[config.mk]
export PLATFORM = sky130hd
export DESIGN_NAME = serial_subtractor
export DESIGN_NICKNAME = d
export VERILOG_FILES = /design/src/rtl/serial_subtractor.sv
export SDC_FILE = /design/constraint.sdc
export NUM_CORES = 1
export LEC_CHECK = 0
export CORE_UTILIZATION = 55
export CTS_CLUSTER_SIZE = 24
export DETAILED_ROUTE_END_ITERATION = 10
export DONT_BUFFER_PORTS = 1
export PLACE_DENSITY = 0.73
export RECOVER_POWER = 50
export REMOVE_ABC_BUFFERS = 1
export SYNTH_ARGS = -nofsm -noshare
export SYNTH_HDL_FRONTEND = slang
export SYNTH_SLANG_ARGS = --single-unit
[constraint.sdc]
create_clock -name clk -period 1.38 [get_ports clk]
set_input_delay 0.276 -clock clk [delete_from_list [all_inputs] [get_ports clk]]
set_output_delay 0.276 -clock clk [all_outputs]
set_load 0.02 [all_outputs]
[src/rtl/serial_subtractor.sv]
// Bit-serial two's-complement subtractor: d = x - y - b_in, LSB first, one bit
// per clock through a single full-subtractor cell and a borrow flip-flop.
module serial_subtractor #(
    parameter int WIDTH = 8
) (
    input  logic             clk,
    input  logic             rst_n,
    input  logic             start,
    input  logic [WIDTH-1:0] x,
    input  logic [WIDTH-1:0] y,
    input  logic             b_in,
    output logic             busy,
    output logic             done,
    output logic [WIDTH-1:0] d,
    output logic             b_out,
    output logic             ovf,
    output logic [1:0]       dbg_state
);

    localparam int CW = $clog2(WIDTH + 1);

    localparam logic [1:0] S_IDLE  = 2'd0;
    localparam logic [1:0] S_SHIFT = 2'd1;
    localparam logic [1:0] S_DONE  = 2'd2;

    // Handshake: start is accepted only in IDLE (busy low), operands are captured on
    // that edge; done is a one-cycle pulse when d/b_out/ovf hold the new result.
    logic [1:0]       state_q, state_d;
    logic [WIDTH-1:0] xs_q, xs_d;
    logic [WIDTH-1:0] ys_q, ys_d;
    logic [WIDTH-1:0] rs_q, rs_d;
    logic             br_q, br_d;
    logic             xm_q, xm_d;
    logic             ym_q, ym_d;
    logic [CW-1:0]    cnt_q, cnt_d;
    logic [WIDTH-1:0] d_q, d_d;
    logic             b_out_q, b_out_d;
    logic             ovf_q, ovf_d;

    logic             bit_a, bit_c, diff, borrow_nxt;
    logic [WIDTH:0]   res_ext;
    logic [WIDTH-1:0] res_shift;

    assign bit_a      = xs_q[0];
    assign bit_c      = ys_q[0];
    assign diff       = bit_a ^ bit_c ^ br_q;
    assign borrow_nxt = (~bit_a & bit_c) | (~(bit_a ^ bit_c) & br_q);
    assign res_ext    = {diff, rs_q};
    assign res_shift  = res_ext[WIDTH:1];

    always_comb begin
        state_d = state_q;
        xs_d    = xs_q;
        ys_d    = ys_q;
        rs_d    = rs_q;
        br_d    = br_q;
        xm_d    = xm_q;
        ym_d    = ym_q;
        cnt_d   = cnt_q;
        d_d     = d_q;
        b_out_d = b_out_q;
        ovf_d   = ovf_q;
        case (state_q)
            S_IDLE: begin
                if (start) begin
                    xs_d    = x;
                    ys_d    = y;
                    br_d    = b_in;
                    xm_d    = x[WIDTH-1];
                    ym_d    = y[WIDTH-1];
                    cnt_d   = '0;
                    state_d = S_SHIFT;
                end
            end
            S_SHIFT: begin
                xs_d  = xs_q >> 1;
                ys_d  = ys_q >> 1;
                rs_d  = res_shift;
                br_d  = borrow_nxt;
                cnt_d = cnt_q + CW'(1);
                // Last bit: publish the result only now, so d never shows partial sums.
                if (cnt_q == CW'(WIDTH - 1)) begin
                    d_d     = res_shift;
                    b_out_d = borrow_nxt;
                    ovf_d   = (xm_q ^ ym_q) & (xm_q ^ res_shift[WIDTH-1]);
                    state_d = S_DONE;
                end
            end
            S_DONE:  state_d = S_IDLE;
            default: state_d = S_IDLE;
        endcase
    end

    always_ff @(posedge clk or negedge rst_n) begin
        if (!rst_n) begin
            state_q <= S_IDLE;
            xs_q    <= '0;
            ys_q    <= '0;
            rs_q    <= '0;
            br_q    <= 1'b0;
            xm_q    <= 1'b0;
            ym_q    <= 1'b0;
            cnt_q   <= '0;
            d_q     <= '0;
            b_out_q <= 1'b0;
            ovf_q   <= 1'b0;
        end else begin
            state_q <= state_d;
            xs_q    <= xs_d;
            ys_q    <= ys_d;
            rs_q    <= rs_d;
            br_q    <= br_d;
            xm_q    <= xm_d;
            ym_q    <= ym_d;
            cnt_q   <= cnt_d;
            d_q     <= d_d;
            b_out_q <= b_out_d;
            ovf_q   <= ovf_d;
        end
    end

    assign busy      = (state_q != S_IDLE);
    assign done      = (state_q == S_DONE);
    assign d         = d_q;
    assign b_out     = b_out_q;
    assign ovf       = ovf_q;
    assign dbg_state = state_q;

endmodule

==> Flow_metrics.wiki, run 1 <==
{| class="wikitable"
! Metric !! Value
|-
| R2R Setup Slk || -0.18 ns
|-
| Pwr/cell area || 2510 nW/µm²
|-
| Post-DP HPWL || 2400 µm
|-
| Hold violation total from the final report || 0
|-
| Dominant cell type by area after synthesis || dfrtp_1
|-
| Setup crit end || ovf$_DFFE_PN0P_
|-
| Highest attainable clock frequency || 640 MHz
|-
| Drt first-iter violations || 50
|-
| Post-layout worst setup margin || -0.183 ns
|-
| WL final || 4040 µm
|-
| Detailed-route via count || 1,293
|-
| Top cells by area in the synthesized netlist || dfrtp_1 59%, mux2_2 12%, a22oi_1 5.5%, o21ai_0 5.3%, nand2_1 4.4%
|-
| Number of flip-flops and latches in the synthesized netlist || 42
|-
| GRT overflow || 0
|-
| Clock input transition at the sequential cells of the worst setup and hold paths || 0.12 ns
|-
| Placed cell count || 206
|-
| Violated checks || negative setup slack
|-
| Worst Setup SP || br_q$_DFFE_PN0P_
|-
| Critical path launch point type || register
|-
| Initial standard-cell utilization of the core || 0.580
|-
| Ant. Diodes || 0
|-
| Most common cell after layout, fill and taps aside || dfrtp_1
|-
| Placement-stage cell area || 1930 µm²
|-
| Most frequent cells in the layout || 40 x dfrtp_1, 20 x nand2_1, 15 x buf_4
|-
| Startpoint of the tightest hold check path || y[7]
|-
| DR pass1 iterations || 4
|-
| Area of all placed cells without fillers || 2250 µm²
|-
| Clock network latency to the later pin of the worst-skew pair || 0.37 ns
|-
| Area of the die || 3480 µm²
|-
| List of cells traversed by the critical path || inv_2, fa_1, nand2b_4, o21ai_2, mux2_4
|-
| Post-DRT Antenna Nets || 0
|-
| Cell family with most CP delay || adder cells
|-
| Final GP Congestion || 0.781
|-
| Number of pins with negative max-slew slack in the final report || 0
|-
| Worst hold-check path type || input port to register
|-
| TritonCTS clock tree || done
|-
| Number of distinct library cells after synthesis || 25
|-
| Depth of the CTS H-tree || 2
|-
| Worst clock skew on the final layout || 0.0154 ns
|-
| Post-detailed-route via-to-cell ratio || 5.72
|-
| VDD IR max || 1280 µV
|-
| Pleak || 1.01 nW
|-
| Die height || 59.0 µm
|-
| Synthesized netlist cell count || 153
|-
| Max-cap viol count || 0
|-
| Run status || complete, but fails checks
|-
| Max clock buf depth || 2
|-
| Total clock buffers created by CTS || 5
|-
| Routed length per placed instance || 17.9 µm
|-
| Unrepaired setup endpoints after global routing || true
|-
| Share of final-layout standard cells stronger than drive strength 1 || 0.385
|-
| Chip width || 59.0 µm
|-
| Startpoint of the lowest-slack register-to-register path || br_q$_DFFE_PN0P_
|-
| Remaining routing DRC violations || 0
|-
| Netlist Area Pre-Place || 1790 µm²
|-
| Slowest CP cell || fa_1
|-
| Average footprint of a synthesized cell || 11.7 µm²
|-
| Relative slew margins || 0.373
|-
| Capture instance of the worst register-to-register path || ovf$_DFFE_PN0P_
|-
| Slew of the pin with the lowest slew margin || 0.941 ns
|-
| Critical path depth || 5
|-
| Fraction of post-synthesis cell area in the top cell type by area || 0.589
|-
| Worst Path Buf+Inv || 1
|-
| Largest driver fanout on the critical path || 3
|-
| Total track usage || 0.251
|-
| Warning count from the yosys run || 0
|-
| Synthesis-to-layout area growth || 26.1%
|-
| Number of global-route vias before repair || 1,317
|-
| Largest net degree at the start of global routing || 43
|-
| Max stage delay on crit path || 0.59 ns
|-
| Core ar. || 3080 µm²
|-
| Data arrival time of the worst path || 1.82 ns
|-
| PortBufs || 0
|-
| Initial antenna violation count || 0
|-
| Num rows || 20
|-
| Worst setup path class || register to register
|-
| Worst setup slack before clock tree synthesis || -0.216 ns
|-
| Reg2reg path depth || 5
|-
| Kind of end point of the critical path || register
|-
| Final critical-path required period || 1.56 ns
|-
| Non-Filler Instances || 226
|-
| Num Clock Sinks || 42
|-
| Total setup violations reported at the end of the flow || 12
|-
| Fraction of the yosys area taken by sequential cells || 0.589
|-
| Clock Root Buffer || clkbuf_4
|-
| Global-route wire length before repair || 6250 µm
|-
| Layout Nets || 203
|-
| Top-Level Pins || 34
|-
| Final period util || 1.13
|-
| Filler Cell Count || 220
|-
| Data required time of the critical path || 1.64 ns
|}
==> area by class of cell <==
cell class | instances | area (µm²) | share of cell area
Clock buffer | 6 | 41.3 | 0.0183
Clock inverter | 2 | 37.5 | 0.0167
Inverter | 5 | 18.8 | 0.00833
Multi-Input combinational cell | 97 | 774 | 0.344
Sequential cell | 42 | 1050 | 0.468
Tap cell | 44 | 55.1 | 0.0244
Timing Repair Buffer | 30 | 272 | 0.121
==> what timing repair did <==
item / in CTS / in global routing
buffers inserted: 5 / 3
cloned: 2 / 1
pin swaps: 2 / 4
resized for setup: 23 / 27
endpoints found under the setup margin: 15 / 36
hold endpoints to repair: 42 / 0
hold buffers: 2 / 0
==> Yosys cell counts <==
master	count
a22o_1	2
and3b_1	1
fa_1	1
buf_4	2
clkbuf_1	4
o21ai_0	19
nor2b_1	3
nor2_1	3
o311ai_0	1
nand3_1	2
or2_2	1
inv_1	5
ha_1	1
mux2i_1	1
buf_2	3
nand3b_1	1
nor3_2	1
nand2_1	21
mux2_2	19
a22oi_1	13
a21oi_1	3
a2bb2oi_1	1
nand2b_1	2
dfrtp_1	42
o21bai_1	1
==> power breakdown <==
group	internal, mW	switching, mW	leakage [nW]
registers	1.77	0.570	0.526
logic	1.41	1.12	0.441
clock network	0.382	0.407	0.0385
total	3.57	2.10	1.01
==> state kept, by name (all words and copies together) (netlist names) <==
register,flops
d,8
xs_q,8
ys_q,8
rs_q,7
cnt_q,4
dbg_state,2
b_out,1
br_q,1
ovf,1
xm_q,1
ym_q,1
==> worst min path at each step <==
stage | end | slack, ns | cells after the start
2_1_floorplan | b_out$_DFFE_PN0P_ | -0.02 | 0
3_3_place_gp | ys_q[3]$_DFFE_PN0P_ | -0.02 | 0
3_5_place_dp | ys_q[3]$_DFFE_PN0P_ | -0.02 | 0
4_1_cts | ys_q[7]$_DFFE_PN0P_ | 0.03 | 1
5_1_grt | ys_q[7]$_DFFE_PN0P_ | 0.03 | 1
6_report | ys_q[7]$_DFFE_PN0P_ | 0.05 | 1
==> logic make-up after synthesis <==
kind of cell / share of synthesized area
compound gates: 0.140
fa+ha+maj: 0.0182
buf+inv: 0.0357
flops: 0.589
mux: 0.125
simple gates: 0.0918
==> routing by layer <==
| metal | track usage | share of wire | vias to the layer above |
|---|---|---|---|
| met5 | 0 | 0 | - |
| met4 | 0.0918 | 0.017 | 0 |
| met3 | 0.0808 | 0.064 | 7 |
| met2 | 0.411 | 0.50 | 41 |
| met1 | 0.312 | 0.42 | 651 |
| li1 | - | - | 594 |
==> stage by stage <==
stage	TNS, ns	power [mW]	util	hold WS [ns]
floorplan	-18.90	3.45	-	-0.0196
global placement	-0.554	4.04	0.627	-0.0180
detailed placement	-0.985	4.19	0.627	-0.0183
CTS	-1.16	5.33	0.701	0.0318
global route	-1.73	6.00	0.732	0.0272
finish	-1.12	5.66	0.732	0.0456
No activity file was read; power rests on OpenSTA's default activity.
==> inputs of run 2 (changes only) <==
Settings changed: CORE_ASPECT_RATIO set to 1.25, CORE_UTILIZATION 55 to 60, PLACE_DENSITY 0.73 to 0.76.
Clock period 1.38 ns to 1.5 ns, I/O delays scaled along.
==> Flow_metrics.wiki, run 2 (same netlist as run 1, synthesis figures left out) <==
{| class="wikitable"
! Metric !! Value
|-
| Final total negative setup slack || -0.188 ns (was -1.12 ns)
|-
| Clock Root Buffer || clkbuf_4 (unchanged)
|-
| Post-DRT Antenna Nets || 0 (unchanged)
|-
| Worst setup path class || register to register (unchanged)
|-
| Chip width || 50.8 µm (was 59.0 µm)
|-
| M3 GR Usage || 0.0706 (was 0.0808)
|-
| Largest net degree at the start of global routing || 43 (unchanged)
|-
| Met1 routing resource usage after global routing || 0.289 (was 0.312)
|-
| Remaining routing DRC violations || 0 (unchanged)
|-
| Highest attainable clock frequency || 633 MHz (was 640 MHz)
|-
| Area of the die || 3200 µm² (was 3480 µm²)
|-
| WL final || 3610 µm (was 4040 µm)
|-
| Post-detailed-route via-to-cell ratio || 6.09 (was 5.72)
|-
| Most frequent cells in the layout || 40 x dfrtp_1, 20 x nand2_1, 18 x o21ai_0 (was 40 x dfrtp_1, 20 x nand2_1, 15 x buf_4)
|-
| Top-Level Pins || 34 (unchanged)
|-
| Utilization after layout || 0.772 (was 0.732)
|-
| Detailed-route via count || 1,272 (was 1,293)
|-
| Core ar. || 2760 µm² (was 3080 µm²)
|-
| Final period util || 1.05 (was 1.13)
|-
| Data arrival time of the worst path || 1.82 ns (about the same)
|-
| Most common cell after layout, fill and taps aside || dfrtp_1 (unchanged)
|-
| Worst clock skew on the final layout || 0.00524 ns (was 0.0154 ns)
|-
| Relative slew margins || 0.341 (was 0.373)
|-
| Pleak || 0.950 nW (was 1.01 nW)
|-
| Num rows || 21 (was 20)
|-
| Total track usage || 0.243 (was 0.251)
|-
| DR pass1 iterations || 5 (was 4)
|-
| Depth of the CTS H-tree || 2 (unchanged)
|-
| Total clock buffers created by CTS || 5 (unchanged)
|-
| Multi-input gate area || 726 µm² (was 774 µm²)
|-
| Post-DP HPWL || 2280 µm (was 2400 µm)
|-
| Initial standard-cell utilization of the core || 0.647 (was 0.580)
|-
| Max clock buf depth || 2 (unchanged)
|-
| Met2 usage in global routing || 0.410 (was 0.411)
|-
| Layer with the highest usage after global routing || met2 (unchanged)
|-
| Share of final-layout standard cells stronger than drive strength 1 || 0.337 (was 0.385)
|-
| TritonCTS clock tree || done (unchanged)
|-
| Hold violation total from the final report || 0 (unchanged)
|-
| Max-cap viol count || 0 (unchanged)
|-
| Run status || complete, but fails checks (unchanged)
|-
| Ant. Diodes || 0 (unchanged)
|-
| Drt first-iter violations || 45 (was 50)
|-
| Total setup violations reported at the end of the flow || 6 (was 12)
|-
| Data required time of the critical path || 1.74 ns (was 1.64 ns)
|-
| Unrepaired setup endpoints after global routing || true (unchanged)
|-
| Initial antenna violation count || 0 (unchanged)
|-
| Num Clock Sinks || 42 (unchanged)
|-
| Critical path launch point type || register (unchanged)
|-
| Die height || 63.0 µm (was 59.0 µm)
|-
| Area of all sequential standard cells || 1050 µm² (unchanged)
|-
| Routed length per placed instance || 17.3 µm (was 17.9 µm)
|-
| Post-layout worst setup margin || -0.0799 ns (was -0.183 ns)
|-
| Final GP Congestion || 0.732 (was 0.781)
|-
| Synthesis-to-layout area growth || 19.3% (was 26.1%)
|-
| Filler Cell Count || 184 (was 220)
|-
| GRT overflow || 0 (unchanged)
|-
| Kind of end point of the critical path || register (unchanged)
|-
| Slew of the pin with the lowest slew margin || 0.989 ns (was 0.941 ns)
|-
| Pwr/cell area || 2290 nW/µm² (was 2510 nW/µm²)
|-
| Clock input transition at the sequential cells of the worst setup and hold paths || 0.11 ns (was 0.12 ns)
|-
| VDD IR max || 1460 µV (was 1280 µV)
|-
| Final critical-path required period || 1.58 ns (was 1.56 ns)
|-
| Number of global-route vias before repair || 1,280 (was 1,317)
|-
| Layout Nets || 197 (was 203)
|-
| Number of pins with negative max-slew slack in the final report || 0 (unchanged)
|-
| Worst hold-check path type || input port to register (unchanged)
|-
| Clock network latency to the later pin of the worst-skew pair || 0.35 ns (was 0.37 ns)
|-
| Global-route wire length before repair || 5670 µm (was 6250 µm)
|-
| Violated checks || negative setup slack (unchanged)
|-
| PortBufs || 0 (unchanged)
|-
| Largest driver fanout on the critical path || 3 (unchanged)
|}
run 2: layer usage:
layer,wire (µm),part of all wire
met5,0,0
met4,58,0.016
met3,180,0.050
met2,1830,0.51
met1,1540,0.43
run 2: through the flow:
| step | power (mW) | cell area (µm²) | hold WS (ns) | std cells | setup slack, ns |
|---|---|---|---|---|---|
| after floorplan | 3.17 | 1740 | 0.00441 | 144 | -0.697 |
| after global placement | 3.66 | 1890 | 0.00526 | 192 | 0.0151 |
| after detailed placement | 3.76 | 1890 | 0.00523 | 192 | -0.0408 |
| after CTS | 4.66 | 2040 | 0.0938 | 203 | -0.0556 |
| after global routing | 5.19 | 2130 | 0.0823 | 209 | -0.124 |
| final | 4.88 | 2130 | 0.0969 | 209 | -0.0799 |
run 2: cell type report:
type,count,area share
clock buffers,6,0.0241
clock inverters,1,0.0141
inverters,5,0.00881
multi-input cells,97,0.341
flip-flops and latches,42,0.495
well taps,34,0.0200
repair buffers,24,0.0975
run 2: critical path: stages (launching register included):
cell and delay [ns]:
dfrtp_1 0.42, fa_1 0.61, nand2b_4 0.15, o21ai_2 0.05, mux2_4 0.25
run 2: final timing paths:
path	from	endpoint	slack, ns	cells past startpoint
setup / recovery	xs_q[0]$_DFFE_PN0P_	ovf$_DFFE_PN0P_	-0.08	4
hold / removal	x[7]	xm_q$_DFFE_PN0P_	0.1	1
setup reg to reg	xs_q[0]$_DFFE_PN0P_	ovf$_DFFE_PN0P_	-0.08	4
hold reg to reg	xs_q[5]$_DFFE_PN0P_	xs_q[5]$_DFFE_PN0P_	0.50	2
max in group asynchronous	rst_n	dbg_state[0]$_DFFE_PN0P_	0.19	2
min in group asynchronous	rst_n	br_q$_DFFE_PN0P_	0.65	2
run 2: repair_timing:
action / in CTS / in global routing
pin swaps: 2 / 1
endpoints found under the hold margin: 42 / 0
hold buffers: 2 / 0
gates resized for setup: 9 / 17
buffers inserted: 1 / 6
gates cloned: 1 / 0
setup endpoints to repair: 3 / 12
run 2: power breakdown:
| group | switching (mW) | total (mW) | internal (mW) | leakage [nW] |
|---|---|---|---|---|
| registers | 0.527 | 2.16 | 1.63 | 0.526 |
| logic | 0.892 | 1.99 | 1.09 | 0.379 |
| clock network | 0.343 | 0.731 | 0.388 | 0.0443 |
| total | 1.76 | 4.88 | 3.11 | 0.950 |
